--- config.mk ---
export PLATFORM = sky130hd
export DESIGN_NAME = seq_restoring_divider_flat
export DESIGN_NICKNAME = d
export VERILOG_FILES = /design/src/rtl/seq_restoring_divider_pkg.sv /design/src/rtl/seq_restoring_divider_if.sv /design/src/rtl/seq_restoring_divider_trial_sub.sv /design/src/rtl/seq_restoring_divider.sv /design/src/flat_wrapper.sv
export SDC_FILE = /design/constraint.sdc
export NUM_CORES = 1
export LEC_CHECK = 0
export CAP_MARGIN = 40
export CORE_MARGIN = 5
export CORE_UTILIZATION = 46
export CTS_CLUSTER_SIZE = 20
export DETAILED_ROUTE_END_ITERATION = 10
export PLACE_DENSITY = 0.74
export SLEW_MARGIN = 20
export SYNTH_ARGS = -nofsm -noshare
export SYNTH_HDL_FRONTEND = slang
export SYNTH_SLANG_ARGS = --single-unit
--- constraint.sdc ---
create_clock -name clk -period 1.85 [get_ports clk]
set_input_delay 0.185 -clock clk [delete_from_list [all_inputs] [get_ports clk]]
set_output_delay 0.185 -clock clk [all_outputs]
set_load 0.02 [all_outputs]
--- src/rtl/seq_restoring_divider_pkg.sv ---
// Shared definitions for the sequential restoring divider: FSM state encoding
// and counter sizing helper.
package seq_div_pkg;

  typedef enum logic [1:0] {
    IDLE = 2'd0,
    RUN  = 2'd1,
    DONE = 2'd2
  } state_e;

  // The iteration counter must be able to hold the value WIDTH itself.
  function automatic int cnt_width(input int width);
    return $clog2(width + 1);
  endfunction

endpackage

--- src/rtl/seq_restoring_divider_if.sv ---
// Request/result bundle for the sequential restoring divider.
// The requester uses the master view and the divider uses the slave view.
interface seq_restoring_divider_if #(
  parameter int WIDTH = 4
);

  logic             start;
  logic [WIDTH-1:0] dividend;
  logic [WIDTH-1:0] divisor;
  logic             busy;
  logic             done;
  logic [WIDTH-1:0] quotient;
  logic [WIDTH-1:0] remainder;
  logic             div_by_zero;

  modport master (
    output start, dividend, divisor,
    input  busy, done, quotient, remainder, div_by_zero
  );

  modport slave (
    input  start, dividend, divisor,
    output busy, done, quotient, remainder, div_by_zero
  );

endinterface

--- src/rtl/seq_restoring_divider_trial_sub.sv ---
// Trial subtraction stage: computes a + ~b + cin with carry-out.
// With cin tied high, cout = 1 means a >= b (no borrow).
module trial_sub #(
  parameter int WIDTH = 4
) (
  input  logic [WIDTH-1:0] a_i,
  input  logic [WIDTH-1:0] b_i,
  input  logic             cin_i,
  output logic [WIDTH-1:0] diff_o,
  output logic             cout_o
);

  assign {cout_o, diff_o} = {1'b0, a_i} + {1'b0, ~b_i} + {{WIDTH{1'b0}}, cin_i};

endmodule

--- src/rtl/seq_restoring_divider.sv ---
// Multi-cycle restoring divider producing one quotient bit per clock.
// Defining SEQ_RESTORING_DIVIDER_SIGNED_EN makes operands two's complement.
module seq_restoring_divider
  import seq_div_pkg::*;
#(
  parameter int WIDTH = 4
) (
  input logic                clk,
  input logic                rst,
  seq_restoring_divider_if.slave bus
);

  localparam int CntW = cnt_width(WIDTH);

  state_e           state_q, state_d;
  logic [WIDTH-1:0] partRem_q, partRem_d;
  logic [WIDTH-1:0] shiftQ_q, shiftQ_d;
  logic [WIDTH-1:0] divisor_q, divisor_d;
  logic [CntW-1:0]  count_q, count_d;
  logic [WIDTH-1:0] quotient_q, quotient_d;
  logic [WIDTH-1:0] remainder_q, remainder_d;
  logic             divByZero_q, divByZero_d;

  logic [WIDTH-1:0] trialA;
  logic [WIDTH-1:0] trialDiff;
  logic             trialCarry;
  logic [WIDTH-1:0] nextQ;
  logic [WIDTH-1:0] nextR;
  logic [WIDTH-1:0] dividendMag;
  logic [WIDTH-1:0] divisorMag;
  logic [WIDTH-1:0] finalQ;
  logic [WIDTH-1:0] finalR;

  assign trialA = {partRem_q[WIDTH-2:0], shiftQ_q[WIDTH-1]};

  trial_sub #(.WIDTH(WIDTH)) u_trial_sub (
    .a_i    (trialA),
    .b_i    (divisor_q),
    .cin_i  (1'b1),
    .diff_o (trialDiff),
    .cout_o (trialCarry)
  );

  assign nextQ = {shiftQ_q[WIDTH-2:0], trialCarry};
  assign nextR = trialCarry ? trialDiff : trialA;

`ifdef SEQ_RESTORING_DIVIDER_SIGNED_EN
  logic negQuot_q, negQuot_d;
  logic negRem_q, negRem_d;

  // Divide magnitudes, then restore signs so the result truncates toward zero.
  assign dividendMag = bus.dividend[WIDTH-1] ? -bus.dividend : bus.dividend;
  assign divisorMag  = bus.divisor[WIDTH-1]  ? -bus.divisor  : bus.divisor;
  assign finalQ      = negQuot_q ? -nextQ : nextQ;
  assign finalR      = negRem_q  ? -nextR : nextR;

  always_comb begin
    negQuot_d = negQuot_q;
    negRem_d  = negRem_q;
    if (state_q == IDLE && bus.start) begin
      negQuot_d = bus.dividend[WIDTH-1] ^ bus.divisor[WIDTH-1];
      negRem_d  = bus.dividend[WIDTH-1];
    end
  end

  always_ff @(posedge clk) begin
    if (rst) begin
      negQuot_q <= 1'b0;
      negRem_q  <= 1'b0;
    end else begin
      negQuot_q <= negQuot_d;
      negRem_q  <= negRem_d;
    end
  end
`else
  assign dividendMag = bus.dividend;
  assign divisorMag  = bus.divisor;
  assign finalQ      = nextQ;
  assign finalR      = nextR;
`endif

  always_comb begin
    state_d     = state_q;
    partRem_d   = partRem_q;
    shiftQ_d    = shiftQ_q;
    divisor_d   = divisor_q;
    count_d     = count_q;
    quotient_d  = quotient_q;
    remainder_d = remainder_q;
    divByZero_d = divByZero_q;
    case (state_q)
      IDLE: begin
        if (bus.start) begin
          if (bus.divisor == '0) begin
            state_d     = DONE;
            quotient_d  = '1;
            remainder_d = bus.dividend;
            divByZero_d = 1'b1;
          end else begin
            state_d     = RUN;
            partRem_d   = '0;
            shiftQ_d    = dividendMag;
            divisor_d   = divisorMag;
            count_d     = '0;
            divByZero_d = 1'b0;
          end
        end
      end
      RUN: begin
        partRem_d = nextR;
        shiftQ_d  = nextQ;
        count_d   = count_q + CntW'(1);
        if (count_q == CntW'(WIDTH - 1)) begin
          state_d     = DONE;
          quotient_d  = finalQ;
          remainder_d = finalR;
        end
      end
      DONE:    state_d = IDLE;
      default: state_d = IDLE;
    endcase
  end

  always_ff @(posedge clk) begin
    if (rst) begin
      state_q     <= IDLE;
      partRem_q   <= '0;
      shiftQ_q    <= '0;
      divisor_q   <= '0;
      count_q     <= '0;
      quotient_q  <= '0;
      remainder_q <= '0;
      divByZero_q <= 1'b0;
    end else begin
      state_q     <= state_d;
      partRem_q   <= partRem_d;
      shiftQ_q    <= shiftQ_d;
      divisor_q   <= divisor_d;
      count_q     <= count_d;
      quotient_q  <= quotient_d;
      remainder_q <= remainder_d;
      divByZero_q <= divByZero_d;
    end
  end

  assign bus.busy        = (state_q == RUN);
  assign bus.done        = (state_q == DONE);
  assign bus.quotient    = quotient_q;
  assign bus.remainder   = remainder_q;
  assign bus.div_by_zero = divByZero_q;

endmodule

--- src/flat_wrapper.sv ---
// flat-port wrapper written by rule: the top's interface ports become plain ports
module seq_restoring_divider_flat import seq_div_pkg::*;
#(
  parameter int WIDTH = 4
)
  (clk, rst, bus_start, bus_dividend, bus_divisor, bus_busy, bus_done, bus_quotient, bus_remainder, bus_div_by_zero);
  seq_restoring_divider_if #(.WIDTH(WIDTH)) bus_i ();
  input logic clk;
  input logic rst;
  input wire logic [$bits(bus_i.start)-1:0] bus_start;
  input wire logic [$bits(bus_i.dividend)-1:0] bus_dividend;
  input wire logic [$bits(bus_i.divisor)-1:0] bus_divisor;
  output wire logic [$bits(bus_i.busy)-1:0] bus_busy;
  output wire logic [$bits(bus_i.done)-1:0] bus_done;
  output wire logic [$bits(bus_i.quotient)-1:0] bus_quotient;
  output wire logic [$bits(bus_i.remainder)-1:0] bus_remainder;
  output wire logic [$bits(bus_i.div_by_zero)-1:0] bus_div_by_zero;
  assign bus_i.start = bus_start;
  assign bus_i.dividend = bus_dividend;
  assign bus_i.divisor = bus_divisor;
  assign bus_busy = bus_i.busy;
  assign bus_done = bus_i.done;
  assign bus_quotient = bus_i.quotient;
  assign bus_remainder = bus_i.remainder;
  assign bus_div_by_zero = bus_i.div_by_zero;
  seq_restoring_divider #(.WIDTH(WIDTH)) u_core (.clk(clk), .rst(rst), .bus(bus_i));
endmodule
* Yosys cells after proc, flatten, opt, wreduce, memory -nomap -nowiden *
Index checks and enable logic that the tools add are counted.

cells by class
  add/sub/neg operators = 3
  equality and inequality tests = 7
  muxes and demuxes = 23
  bitwise logic cells = 2
  reduce and logical (&&, ||, !) cells = 8

operator list
  cell                 count
  $mux 4               9
  $pmux 4 s2           3
  $mux 3               4
  $pmux 3 s2           2
  $mux 2               3
  $reduce_and 3->1     2
  $add 4x4->5          1
  $add 5x1->5 const B  1
  $logic_not 4->1      1
  $ne 2x1->1 const B   2
  $ne 2x2->1 const B   2
  $not 4->4            1
  $pmux 2 s2           1
  $reduce_and 2->1     2
  $reduce_and 4->1     1
  $add 3x1->3 const B  1
  $eq 3x2->1 const B   1
  $eq 2x1->1 const B   1
  $eq 2x2->1 const B   1
  $logic_not 2->1      1
  $reduce_bool 2->1    1
  $mux 1               1
  $not 1->1            1

storage, ports and cells
  bits in registers = 25
  output and inout bits = 11
  logic and storage cells = 51

* Logic depth before layout (Yosys ltp) *
  depth in word-level cells = 6
  depth in mapped cells = 8
  gate-level depth less buffers = 8

* By module *
A second synthesis with hierarchy kept.

second synthesis, totals
  cell total of the unflattened synthesis = 155
  area total of the unflattened synthesis = 1342.5 um^2

modules (own cells, without submodules)
  module                 times used  cells an instance  area an instance (um^2)  sequential area each (um^2)
  seq_restoring_divider  1           136                1189.9                   500.5
  trial_sub              1           19                 152.6                    0.0

* Worst setup path before layout *
OpenSTA, ideal clock, no wires.

  path type = flip-flop to flip-flop
  start = register u_core.shiftQ_q[3]
  end = register u_core.remainder_q[2] (netlist: u_core.bus.remainder[2])
  library setup time = 0.091 ns
  arrival = 1.786 ns
  setup slack = -0.027 ns
  stages on the path, launching flop included = 9
  path buffers = 0
  cell sequence = dfxtp_1 -> inv_1 -> ha_1 -> fa_1 -> nor2b_1 -> a21oi_1 -> a21oi_1 -> or3_1 -> a311oi_1

on the way
  longest elaborated chain between the ends = 5

RTL lines
  element                 RTL line                               source
  start, declared         seq_restoring_divider.sv:17            logic [WIDTH-1:0] shiftQ_q, shiftQ_d;
  start signal, assigned  seq_restoring_divider.sv:137           shiftQ_q <= shiftQ_d;
  $add 4x4->5             seq_restoring_divider_trial_sub.sv:13  assign {cout_o, diff_o} = {1'b0, a_i} + {1'b0, ~b_i} + {{WIDTH{1'b0}}, cin_i};
  $add 5x1->5             seq_restoring_divider_trial_sub.sv:13
  $mux 4                  seq_restoring_divider.sv:45            assign nextR = trialCarry ? trialDiff : trialA;
  $mux 4                  seq_restoring_divider.sv:113           if (count_q == CntW'(WIDTH - 1)) begin
  $pmux 4 s2              seq_restoring_divider.sv:91            case (state_q)
  end signal, assigned    seq_restoring_divider.sv:141           remainder_q <= remainder_d;
  end, declared           seq_restoring_divider.sv:21            logic [WIDTH-1:0] remainder_q, remainder_d;

Every way passes these cells. The select of a mux whose other input is x is not followed.
A chain may end at the register's enable or synchronous reset.

* Worst setup path after layout *
  start = register u_core.shiftQ_q[3]
  end = register u_core.remainder_q[0] (netlist: u_core.bus.remainder[0])

on the way
  longest elaborated chain between the ends = 5

RTL lines
  element         RTL line
  $add 4x4->5     seq_restoring_divider_trial_sub.sv:13
  $add 5x1->5     seq_restoring_divider_trial_sub.sv:13
  $mux 4 (*)      seq_restoring_divider.sv:45
  $mux 4 (*)      seq_restoring_divider.sv:113
  $pmux 4 s2 (*)  seq_restoring_divider.sv:91

Mark *: on every way between the ends. The rest lies on a longest branch, timed or not. The select of a mux whose other input is x is not followed.

==> out/results.txt <==
Synth Instances: 142
TritonCTS clock tree: done
Leak Pwr: 0.7067 nW
input/output buffers: 21
CTS Buf Count: 3
# Max-Cap Violations: 0
DRT Wirelength: 3119 um
Worst-path clk slew: 0.14 ns
mapped cell area: 1276 um2
share of cells above drive strength 1: 0.2802
die area: 3928 um2
diode count: 0
filler cell count: 234
outcome: finished, violations left
Clock Sinks: 25
Hold Crit Class: primary input to flip-flop
syn_nets: 160
CP max FO: 4
slew at the pin closest to its max-slew limit: 0.6837 ns
CP top delay family: adder cells
ys flop type: dfxtp_1
total power: 1.160 mW
setup ws final: -0.04859 ns
gr usage total: 0.1554
vias in the first global route: 1,136
Pwr per Cell Area: 669.6 nW/um2
largest net degree at the start of global routing: 18
peak supply drop: 0.4276 mV
post-synthesis async set-or-reset flop share: 0
cell area after layout: 1733 um2
Synth cell types: 39
worst relative slew slack: 0.5428
final slew viol count: 0
slowest CP cell: dfxtp_2
CP cell instances: inv_2 -> ha_4 -> fa_2 -> buf_4 -> nor2b_4 -> o22ai_4 -> mux2i_2 -> nand2_2 -> a311oi_2
die width: 62.67 um
vias: 1,154
hold_sp: bus_divisor[2]
Post-synth EDFFs: 0
violated checks: setup timing
CTS root buf: clkbuf_4
most common cell after layout, fill and taps aside: dfxtp_1
CTS Hold Bufs: 0
DP Area: 1619 um2
Cell Count, Final, Fillers Out: 213
CP Class: flip-flop to flip-flop
crit path launch: u_core.shiftQ_q[3]
# setup viols final: 5
Layout area overhead: 35.78%
# IOs: 22
Tcrit/Tclk final: 1.026
drt drc: 0
synthesized area per cell: 8.987 um2
clock skew: 0.01300 ns
DR pass1 iterations: 4
Core Box Area: 2710 um2
global-route wire length before repair: 5016 um
gpl congestion: 0.9457
Max H-tree Level: 1
CP Buf/Inv Count: 2
Max Freq: 0.5267 GHz
GRT overflow: 0
Worst path max stage delay: 0.36 ns
Multi-input gate area: 749.5 um2
Rows: 19
wire length per cell: 14.64 um
Worst Path Required: 2.10 ns
worst r2r src: u_core.shiftQ_q[3]
placed wire-length estimate: 2377 um
Hold Fails Final Rpt: 0
sequential fraction of the synthesis area: 0.3922
CP endpoint kind: flip-flop
DRT iter0 DRCs: 54
crit path DAT: 2.15 ns
Final ANT Viol Nets: 0
Placed Instances: 206
antenna violations before repair: 0
CP Launch Type: flip-flop
fin crit period: 1.899 ns
final layout net count: 201
Die Ht: 62.67 um
most frequent cells in the layout: dfxtp_1, buf_4, clkdlybuf4s50_1
Yosys warnings: 0
RSZ-0062 raised after global routing: true
Via density: 5.418
#FFs+latches synth: 25
Clk Latency, worst-skew pair: 0.33 ns
CTS Buffer Depth: 2
Initial Utilization: 0.4709
sequential cell area: 503.0 um2
-- registers in the layout (all words and copies together), names as in the netlist --
register	cells
u_core.bus.remainder	4
u_core.state_q	2
u_core.shiftQ_q	4
u_core.bus.quotient	4
u_core.bus.div_by_zero	1
u_core.partRem_q	3
u_core.count_q	3
u_core.divisor_q	4
-- synth_stat cells (all sizes together), types with 2 or more instances --
library cell,n,area share
a2bb2oi,3,0.021
or2,2,0.0098
a21oi,14,0.055
mux2i,2,0.016
ha,6,0.059
a22oi,4,0.024
dfxtp,25,0.39
inv,12,0.035
a31oi,2,0.0098
o22ai,4,0.020
nand2,16,0.062
nor2,19,0.062
clkbuf,2,0.0059
nand2b,4,0.027
nor2b,3,0.015
a211oi,2,0.012
a311oi,7,0.063
buf,4,0.026
-- metal layers --
layer	vias up	share of wire	track usage
met5	-	0	0
met4	0	0.021	0.07162
met3	5	0.029	0.02878
met2	19	0.50	0.2630
met1	546	0.45	0.1886
li1	584	-	-
-- stage by stage --
| stage | hold WS, ns | setup TNS [ns] | setup slack, ns | utilization |
|---|---|---|---|---|
| after detailed placement | 0.4528 | -0.8503 | -0.1948 | 0.5974 |
| after global placement | 0.4545 | -0.2413 | -0.07126 | 0.5974 |
| after floorplan | 0.3210 | 0 | 0.01159 | - |
| after global routing | 0.4435 | -0.9530 | -0.1666 | 0.6394 |
| after CTS | 0.4403 | -0.1991 | -0.1195 | 0.6182 |
| final | 0.4359 | -0.1392 | -0.04859 | 0.6394 |
-- power breakdown --
part / switching [mW] / total [mW] / leakage, nW / internal (mW)
Sequential: 0.0217 / 0.588 / 0.205 / 0.566
Clock: 0.170 / 0.251 / 0.0177 / 0.0811
Combinational: 0.155 / 0.321 / 0.484 / 0.166
Total: 0.347 / 1.16 / 0.707 / 0.814
-- cells by family after synthesis --
family,synth area share
and+or+nand+nor,0.2177
AOI/OAI and AO/OA,0.2255
DFF,0.3922
buffers and inverters,0.06764
adders and majority gates,0.07451
muxes,0.01569
xor gates and xnor gates,0.006864
-- final timing paths --
| check | endpoint | cells after the start | slack (ns) |
|---|---|---|---|
| hold / removal | u_core.divisor_q[2] | 3 | 0.44 |
| hold reg to reg | u_core.shiftQ_q[0] | 2 | 0.48 |
| setup reg to reg | u_core.bus.remainder[0] | 9 | -0.05 |
| setup / recovery | u_core.bus.remainder[0] | 9 | -0.05 |
-- tightest hold or removal path, stage by stage --
cell             delay, ns
clkdlybuf4s50_1       0.42
nand2_1               0.06
a21oi_1               0.05
-- area by class of cell --
type / instances / share of cell area
clock buffers: 3 / 0.01300
inverters: 12 / 0.02599
well taps: 31 / 0.02238
flip-flops and latches: 25 / 0.2903
repair buffers: 42 / 0.2130
multi-input cells: 99 / 0.4325
clock inverters: 1 / 0.002888
-- repair_timing --
item                                    4_1_cts  5_1_grt
resized for setup                             7       11
endpoints found under the setup margin        9        9
buffers inserted                              1        2
hold endpoints to repair                      0        0
pin swaps                                     4        7
(Power assumes the default switching activity.)
